==> src/rtl/count_game_pkg.sv <==
// count_game_pkg
// Shared definitions for the count game scheduler:
//   state_t  - turn scheduler FSM states
//   MODE_*   - 2-bit counter control modes driven onto cnt_control
//   WHO_*    - winner encoding reported on the who output
package count_game_pkg;

  typedef enum logic [2:0] {
    S_IDLE,
    S_LOAD,
    S_RUN,
    S_SCORE,
    S_OVER
  } state_t;

  localparam logic [1:0] MODE_UP1 = 2'b00;
  localparam logic [1:0] MODE_UP2 = 2'b01;
  localparam logic [1:0] MODE_DN1 = 2'b10;
  localparam logic [1:0] MODE_DN2 = 2'b11;

  localparam logic [1:0] WHO_NONE = 2'b00;
  localparam logic [1:0] WHO_A    = 2'b01;
  localparam logic [1:0] WHO_B    = 2'b10;

endpackage

==> src/rtl/rr_arb2.sv <==
// rr_arb2
// Two-way round-robin arbiter. The grant is combinational from req and the
// priority flag; the flag moves on advance so that, when both players are
// requesting, the player not granted last wins. After reset A has priority.
// Ports:
//   clk, rst  - clock, synchronous active-high reset
//   req[1:0]  - requests (bit0 A, bit1 B)
//   advance   - the current grant is being taken; update priority
//   gnt[1:0]  - one-hot grant (zero when no request)
module rr_arb2 (
  input  logic       clk,
  input  logic       rst,
  input  logic [1:0] req,
  input  logic       advance,
  output logic [1:0] gnt
);

  logic prio_b;

  always_comb begin
    gnt = 2'b00;
    case (req)
      2'b01:   gnt = 2'b01;
      2'b10:   gnt = 2'b10;
      2'b11:   gnt = prio_b ? 2'b10 : 2'b01;
      default: gnt = 2'b00;
    endcase
  end

  // Granting A hands priority to B for the next contested turn, and vice versa.
  always_ff @(posedge clk) begin
    if (rst) begin
      prio_b <= 1'b0;
    end else if (advance && (gnt != 2'b00)) begin
      prio_b <= gnt[0];
    end
  end

endmodule

==> src/rtl/count_game_sched.sv <==
// count_game_sched
// Two-player turn scheduler for a shared counter game. A granted player has
// its initial value loaded into the counter, then the counter runs in that
// player's mode until it reaches COUNT_MAX_VALUE (hit, player scores), 0
// (miss, opponent scores) or RUN_CYCLES cycles elapse (timeout, no score).
// The first player to reach SCORE_MAX ends the game until restart.
// Ports:
//   clk, rst          - clock, synchronous active-high reset
//   req[1:0]          - turn requests (bit0 A, bit1 B)
//   req_mode[3:0]     - counter mode per player ([1:0] A, [3:2] B)
//   req_init[2*CW-1:0]- initial count per player (low CW bits A)
//   restart           - leave the game-over state
//   cnt_value[CW-1:0] - current count from the shared counter
//   gnt[1:0]          - one-hot owner of the current turn
//   cnt_init, cnt_init_value, cnt_control, cnt_clear - counter drive
//   score_a, score_b  - saturating scores
//   busy, game_over, who - status
//   turns[7:0]        - turn counter, present only with COUNT_GAME_SCHED_STATS_EN
// All outputs are registered: each is written on the edge entering the state
// in which it must be visible.
module count_game_sched
  import count_game_pkg::*;
#(
  parameter int COUNT_MAX_VALUE = 15,
  parameter int RUN_CYCLES      = 8,
  parameter int SCORE_MAX       = 15,
  localparam int CW             = $clog2(COUNT_MAX_VALUE + 1)
) (
  input  logic            clk,
  input  logic            rst,
  input  logic [1:0]      req,
  input  logic [3:0]      req_mode,
  input  logic [2*CW-1:0] req_init,
  input  logic            restart,
  input  logic [CW-1:0]   cnt_value,
  output logic [1:0]      gnt,
  output logic            cnt_init,
  output logic [CW-1:0]   cnt_init_value,
  output logic [1:0]      cnt_control,
  output logic            cnt_clear,
  output logic [3:0]      score_a,
  output logic [3:0]      score_b,
  output logic            busy,
  output logic            game_over,
  output logic [1:0]      who
`ifdef COUNT_GAME_SCHED_STATS_EN
  ,
  output logic [7:0]      turns
`endif
);

  localparam logic [CW-1:0] CNT_MAX  = CW'(COUNT_MAX_VALUE);
  localparam logic [3:0]    SMAX     = 4'(SCORE_MAX);
  localparam logic [7:0]    RUN_LAST = 8'(RUN_CYCLES - 1);

  function automatic logic [3:0] sat_inc(input logic [3:0] s);
    return (s >= SMAX) ? s : s + 4'd1;
  endfunction

  state_t      state;
  logic [1:0]  arb_gnt;
  logic        advance;
  logic [1:0]  mode_l;
  logic [7:0]  run_cnt;
  logic        hit;
  logic        miss;
  logic        timeout;

  assign advance = (state == S_IDLE) && (req != 2'b00);
  assign hit     = (cnt_value == CNT_MAX);
  assign miss    = (cnt_value == '0) && !hit;
  assign timeout = (run_cnt == RUN_LAST);

  rr_arb2 u_arb (
    .clk     (clk),
    .rst     (rst),
    .req     (req),
    .advance (advance),
    .gnt     (arb_gnt)
  );

  // Mode is data: latched at grant, never needs a reset value.
  always_ff @(posedge clk) begin
    if (advance) begin
      mode_l <= arb_gnt[1] ? req_mode[3:2] : req_mode[1:0];
    end
  end

  always_ff @(posedge clk) begin
    if (rst) begin
      state          <= S_IDLE;
      gnt            <= 2'b00;
      busy           <= 1'b0;
      score_a        <= 4'd0;
      score_b        <= 4'd0;
      who            <= WHO_NONE;
      game_over      <= 1'b0;
      cnt_init       <= 1'b0;
      cnt_init_value <= '0;
      cnt_control    <= MODE_UP1;
      cnt_clear      <= 1'b0;
      run_cnt        <= 8'd0;
    end else begin
      case (state)
        S_IDLE: begin
          if (advance) begin
            state          <= S_LOAD;
            gnt            <= arb_gnt;
            busy           <= 1'b1;
            cnt_init       <= 1'b1;
            cnt_init_value <= arb_gnt[1] ? req_init[2*CW-1:CW] : req_init[CW-1:0];
          end
        end
        S_LOAD: begin
          state       <= S_RUN;
          cnt_init    <= 1'b0;
          cnt_control <= mode_l;
          run_cnt     <= 8'd0;
        end
        S_RUN: begin
          // Scores update on the way into SCORE so the end-of-game test
          // in SCORE sees the new value.
          if (hit || miss || timeout) begin
            state       <= S_SCORE;
            cnt_control <= MODE_UP1;
            if (hit) begin
              if (gnt[0]) score_a <= sat_inc(score_a);
              else        score_b <= sat_inc(score_b);
            end else if (miss) begin
              if (gnt[0]) score_b <= sat_inc(score_b);
              else        score_a <= sat_inc(score_a);
            end
          end else begin
            run_cnt <= run_cnt + 8'd1;
          end
        end
        S_SCORE: begin
          gnt  <= 2'b00;
          busy <= 1'b0;
          if ((score_a == SMAX) || (score_b == SMAX)) begin
            state     <= S_OVER;
            game_over <= 1'b1;
            who       <= (score_a == SMAX) ? WHO_A : WHO_B;
            cnt_clear <= 1'b1;
          end else begin
            state <= S_IDLE;
          end
        end
        S_OVER: begin
          cnt_clear <= 1'b0;
          if (restart) begin
            state     <= S_IDLE;
            score_a   <= 4'd0;
            score_b   <= 4'd0;
            who       <= WHO_NONE;
            game_over <= 1'b0;
          end
        end
        default: state <= S_IDLE;
      endcase
    end
  end

`ifdef COUNT_GAME_SCHED_STATS_EN
  always_ff @(posedge clk) begin
    if (rst || ((state == S_OVER) && restart)) begin
      turns <= 8'd0;
    end else if ((state == S_SCORE) && (turns != 8'hFF)) begin
      turns <= turns + 8'd1;
    end
  end
`endif

endmodule
==> config.mk <==
export PLATFORM = sky130hd
export DESIGN_NAME = count_game_sched
export DESIGN_NICKNAME = d
export VERILOG_FILES = /design/src/rtl/count_game_pkg.sv /design/src/rtl/rr_arb2.sv /design/src/rtl/count_game_sched.sv
export SDC_FILE = /design/constraint.sdc
export NUM_CORES = 1
export LEC_CHECK = 0
export CORE_ASPECT_RATIO = 0.7
export CORE_MARGIN = 2
export CORE_UTILIZATION = 44
export CTS_CLUSTER_DIAMETER = 100
export DETAILED_ROUTE_END_ITERATION = 12
export PLACE_DENSITY_LB_ADDON = 0.2
export REMOVE_ABC_BUFFERS = 1
export SYNTH_ARGS = -nofsm -noshare
export SYNTH_HDL_FRONTEND = slang
export SYNTH_SLANG_ARGS = --single-unit
==> constraint.sdc <==
create_clock -name clk -period 2.55 [get_ports clk]
set_input_delay 0.51 -clock clk [delete_from_list [all_inputs] [get_ports clk]]
set_output_delay 0.51 -clock clk [all_outputs]
set_load 0.02 [all_outputs]
# Word level (Yosys, flattened, before mapping)
# Index checks and enable logic that the tools add are counted.
[word_totals]
reg_bits = 36
input_bits = 21
output_inout_bits = 22
wordCells = 107
[op_classes]
add_sub_neg = 3
n_lt_le_gt_ge = 2
eq_ne = 21
muxes = 41
n_reduce_logical = 26
[op_table]
columns = ["cell", "count"]
rows = [
  ["two-way mux 4 bit", 14],
  ["case mux 4 bit (2 select lines)", 2],
  ["case mux 8 bit (2 select lines)", 1],
  ["inequality test 3 bit (second input constant)", 5],
  ["case mux 3 bit (5 select lines)", 1],
  ["two-way mux 2 bit", 7],
  ["nonzero test 2 bit", 7],
  ["equality test 4 bit (second input constant)", 3],
  ["two-way mux 3 bit", 4],
  ["case mux 2 bit (2 select lines)", 3],
  ["AND reduction 2 bit", 6],
  ["AND reduction 6 bit", 2],
  ["adder 4 x 1 -> 4 bit (second input constant)", 2],
  ["adder 8 x 1 -> 8 bit (second input constant)", 1],
  ["equality test 8 x 3 -> 1 bit (second input constant)", 1],
  ["greater-or-equal comparator 4 bit (second input constant)", 2],
  ["two-way mux 8 bit", 1],
  ["inequality test 2 bit (second input constant)", 4],
  ["case mux 1 bit (2 select lines)", 4],
  ["equality test 3 x 2 -> 1 bit (second input constant)", 2],
  ["case mux 2 bit (3 select lines)", 1],
  ["AND reduction 3 bit", 2],
  ["equality test 2 bit (second input constant)", 2],
  ["logical NOT 4 bit", 1],
  ["9 further kinds", 15],
]

# Longest topological paths before layout
# Gate-level depths: netlist of run 1.
[logic_depth]
word_depth = 7
ltp_mapped = 7
ltp_nobuf = 5

# By module
# From an unflattened synthesis of run 1, not the netlist that was laid out.
[unflattened]
hier_cells = 205
hier_area_um2 = 1848.0
[modules_own_cells]
columns = ["mod", "n_inst", "cells_per_inst", "area_per_inst_um2", "seq_area_each_um2"]
rows = [
  ["count_game_sched", 1, 198, 1783.0, 720.7],
  ["rr_arb2", 1, 7, 65.1, 20.0],
]

# Worst setup path before layout of run 1
# OpenSTA, ideal clock, no wires.
[synth_path]
path_kind = "input port to flip-flop"
from = "input cnt_value[1]"
to = "register score_a[2]"
setup_ns = 0.074
t_arrival_ns = 2.000
t_required_ns = 2.476
setup_slack_ns = 0.475
stages = 4
path_buffers = 0
path_cell_list = "or4_4 > mux2_4 > or4b_1 > a31oi_1"
[synth_via]
elab_chain_cells = 7
elab_cells_between_ends = 14
classes_between = "5 x eq/ne; 3 x mux; 6 x reduce/logical"
[synth_lines]
columns = ["item", "line", "source"]
rows = [
  ["start, declared", "count_game_sched.sv:35", "input logic [CW-1:0] cnt_value,"],
  ["equality test 4 bit", "count_game_sched.sv:70", "assign hit = (cnt_value == CNT_MAX);"],
  ["logical NOT 1 bit", "count_game_sched.sv:71", "assign miss = (cnt_value == '0) && !hit;"],
  ["logical AND 1 bit", "count_game_sched.sv:71", ""],
  ["logical OR 1 bit (2 in series)", "count_game_sched.sv:123", "if (hit || miss || timeout) begin"],
  ["inequality test 2 bit (no line)", "-", ""],
  ["AND reduction 6 bit (no line)", "-", ""],
  ["end signal, assigned", "count_game_sched.sv:127", "if (gnt[0]) score_a <= sat_inc(score_a);"],
  ["end signal, assigned", "count_game_sched.sv:131", "else score_a <= sat_inc(score_a);"],
  ["end, declared", "count_game_sched.sv:41", "output logic [3:0] score_a,"],
]
# Parallel ways exist; a longest one is shown, timed or not. The select of a mux whose other input is x is not followed.
# A chain may end at the register's enable or synchronous reset.

# Worst setup path in the final report of run 1
# Ends and elaborated chain as after synthesis.

==> metrics.md, run 1 <==
| Metric | Value |
|---|---|
| Layout cell share with drive strength beyond 1 | 11.2% |
| Hold Crit Class | reg -> reg |
| DR vias/cell | about 5.7 |
| Post-CTS Setup Repair Bufs | 0 |
| CP Max Fanout | 7 |
| Synthesized instance count | around 200 |
| TritonCTS Sinks | 36 |
| I/O pins | 43 |
| Total GRT Usage | 20.0% |
| Clock tree from TritonCTS | done |
| Detailed-route via count | 1687 |
| Total leakage power | between 0.7 and 0.8 nW |
| Power per Cell Area | around 620 mW/mm^2 |
| Total CTS buffers | 5 |
| Inserted Diodes | 0 |
| Row cnt | 19 |
| Grt total ovfl | 0 |
| Clock slew at reported path FFs | roughly 0.070 ns |
| Met1 Use GR | 26.8% |
| Status | completed |
| CTS resizes | 0 |
| Count of different cell masters after synthesis | 41 |
| Placer Congestion | between 0.8 and 0.9 |
| CP max-delay cell | or4_4 |
| Setup_tns | 0 ns |
| Grt peak-use layer | met2 |
| Cell breakdown of the critical path | clkdlybuf4s50_1 -> or4_4 -> mux2_4 -> or4b_1 -> a31oi_1 |
| Critical path startpoint | cnt_value[1] |
| DRT antenna net count | 0 |
| Worst-Margin Slew | about 0.59 ns |
| Hold Buf Count CTS | 0 |
| Fin util | about three fifths |
| Core region area | roughly 0.0039 sq mm |
| Initial antenna violation count | 0 |
| Tcrit/Tclk final | between 80% and 90% |
| Cells on Worst Hold Path | 2 |
| Mapped Area | 0.00175 sq mm |
| Synth top cells by count | dfxtp_1, a21oi_1, nand2_1, nor2_1, nand3_1 |
| Initial core utilization | 45.1% |
| First DRT Iteration DRCs | approximately 120 |
| Crit end category | register |
| Min Tclk post-route | between 2 and 2.5 ns |
| Detailed placement HPWL | ~3 mm |
| Met3 usage | slightly below 7% |
| Area of the multi-input gates | ~950 sq um |
| FFs w/ async S/R, synth | 0% |
| Most common cell in the netlist | dfxtp_1 |
| Hold path startpoint | cnt_clear |
| Critical path's largest stage delay | between 0.5 and 0.6 ns |
| Cell accounting for the most synthesized area | dfxtp_1 |
| Setup-failing EPs final | 0 |
| Worst r2r src | run_cnt[3] |
| Die footprint | 0.00450 sq mm |
| Detailed Routing Iterations Pass 1 | 5 |
| Avg Synthesized Cell Area | 8.87 sq um |
| Fill cells | around 350 |
| Root Buffer | clkbuf_8 |
| Fmax | roughly 0.44 GHz |
| Synth Flop Type | dfxtp_1 |
| Data required, critical path | roughly 2.8 ns |
| Hold Vio Cnt, Final | 0 |
| Sequential area share after synthesis | 42.4% |
| RSZ-0062 raised after global routing | no |
| First-pass GRT wire length | 7.09 mm |
| CP startpoint kind | input pin |
| Longest Clk Path Bufs | 2 |
| Synth area leaders | dfxtp_1, o211ai_1, a21oi_1 |
| Clock Latency Late Sink | a little under 0.3 ns |
| Yosys reg bits | 36 |
| Port Buffer Count | 42 |
| Post-DR wirelength/cell | between 10 and 15 um |
| Worst EP arrival | approximately 2.5 ns |
| Met2 GRT Util | between 30% and 40% |
| Setup Crit Path Kind | in -> reg |
| Layout area overhead | 34.1% |
| Synth top area share | roughly 39% |
| Post-Route WL | 4.13 mm |
| Clock skew | between 0.0015 and 0.002 ns |
| Chip Height | approximately 57 um |
| DR DRC count | 0 |
| VDD IR max | between 0.3 and 0.4 mV |
| Max cap viols | 0 |
| FF/Latch Area | around 740 sq um |
| Synthesis Warnings | 0 |
| Die W | 79.3 um |
| H-tree levels | 2 |
| R2r worst-path depth | 4 |
| Final Max Slew Viols | 0 |
| Worst rel slew slack | 60.1% |
| Largest net degree at the start of global routing | 33 |
| Number of global-route vias before repair | between 1500 and 2000 |
| EDFF count, synth | 2 |
| Nets | about 270 |
-- cell type report --
type | count | share of cell area [%]
clock buffer | 6 | 3.09
inverter | 4 | 0.640
timing repair buffer | 48 | 19.9
tap | 52 | 2.77
sequential | 36 | 31.6
clock inverter | 2 | 1.49
multi-input combinational | 146 | 40.6
-- per-stage QoR --
step	worst slack [ns]	cells	area [sq um]	hold slack, ns	total power [mW]
global placement	0.0218	286	2240	0.443	0.967
CTS	0.293	294	2340	0.460	1.47
global route	0.224	294	2340	0.488	1.53
detailed placement	-0.00830	286	2240	0.452	0.969
finish	0.292	294	2340	0.455	1.46
floorplan	0.476	186	1710	0.468	0.820
-- critical path: cells and delay by family --
family	cells	cell delay [ns]
AND/OR/NAND/NOR	2	1.07
multiplexers	1	0.32
AO/OA/AOI/OAI	1	0.16
buffers and inverters	1	0.42
-- sequential cells by signal (all words and copies together) (netlist names) --
signal          cells
busy                1
score_b             4
cnt_clear           1
run_cnt             8
state               3
cnt_control         2
score_a             4
who                 2
gnt                 2
cnt_init_value      4
u_arb.prio_b        1
game_over           1
mode_l              2
cnt_init            1
-- layer usage --
metal | vias up | routed length [um]
li1 | 851 | -
met1 | 760 | 1960
met2 | 72 | 1780
met3 | 4 | 353
met4 | 0 | 36
met5 | - | 0
-- report_power, final --
group	switching, mW	internal [mW]
Sequential	0.0360	0.613
Clock	0.210	0.290
Combinational	0.163	0.144
-- cells by family after synthesis --
logic type / after synthesis / share of synthesized area [%]
AOI/OAI and AO/OA: 57 / 22.0
xor gates and xnor gates: 1 / 0.501
adders and majority gates: 3 / 2.15
buffers and inverters: 15 / 3.22
DFF: 36 / 42.4
muxes: 4 / 2.79
and+or+nand+nor: 81 / 27.0
-- layout by cell type, fill, tap and decap left out, types with 4 or more instances in the layout --
| cell type | netlist | final |
|---|---|---|
| a21oi_1 | 15 | 15 |
| a222oi_1 | 4 | 4 |
| a311oi_1 | 4 | 4 |
| a31oi_1 | 6 | 6 |
| buf_4 | 0 | 6 |
| clkbuf_8 | 0 | 5 |
| clkdlybuf4s50_1 | 0 | 42 |
| dfxtp_1 | 34 | 34 |
| inv_1 | 4 | 4 |
| nand2_1 | 13 | 13 |
| nand2b_1 | 4 | 4 |
| nand3_1 | 12 | 12 |
| nand3b_1 | 4 | 4 |
| nand4_1 | 4 | 4 |
| nor2_1 | 13 | 13 |
| nor3_1 | 5 | 5 |
| o211ai_1 | 11 | 11 |
| o21ai_0 | 8 | 8 |
| or3_1 | 6 | 6 |
-- path summary, 6_finish.rpt --
check	slack, ns	endpoint
setup / recovery	0.29	score_a[2]
hold / removal	0.45	cnt_clear
setup reg to reg	0.70	run_cnt[5]
hold reg to reg	0.45	cnt_clear
(Power assumes the default switching activity.)
==> run 2, diff against run 1 <==
--- a/config.mk
+++ b/config.mk
@@ -9,6 +9,7 @@
 export CORE_MARGIN = 2
 export CORE_UTILIZATION = 44
 export CTS_CLUSTER_DIAMETER = 100
+export CTS_CLUSTER_SIZE = 40
 export DETAILED_ROUTE_END_ITERATION = 12
 export PLACE_DENSITY_LB_ADDON = 0.2
 export REMOVE_ABC_BUFFERS = 1
==> results of run 2 <==
No change in the layout: final DEF, timing and power equal those of run 1.
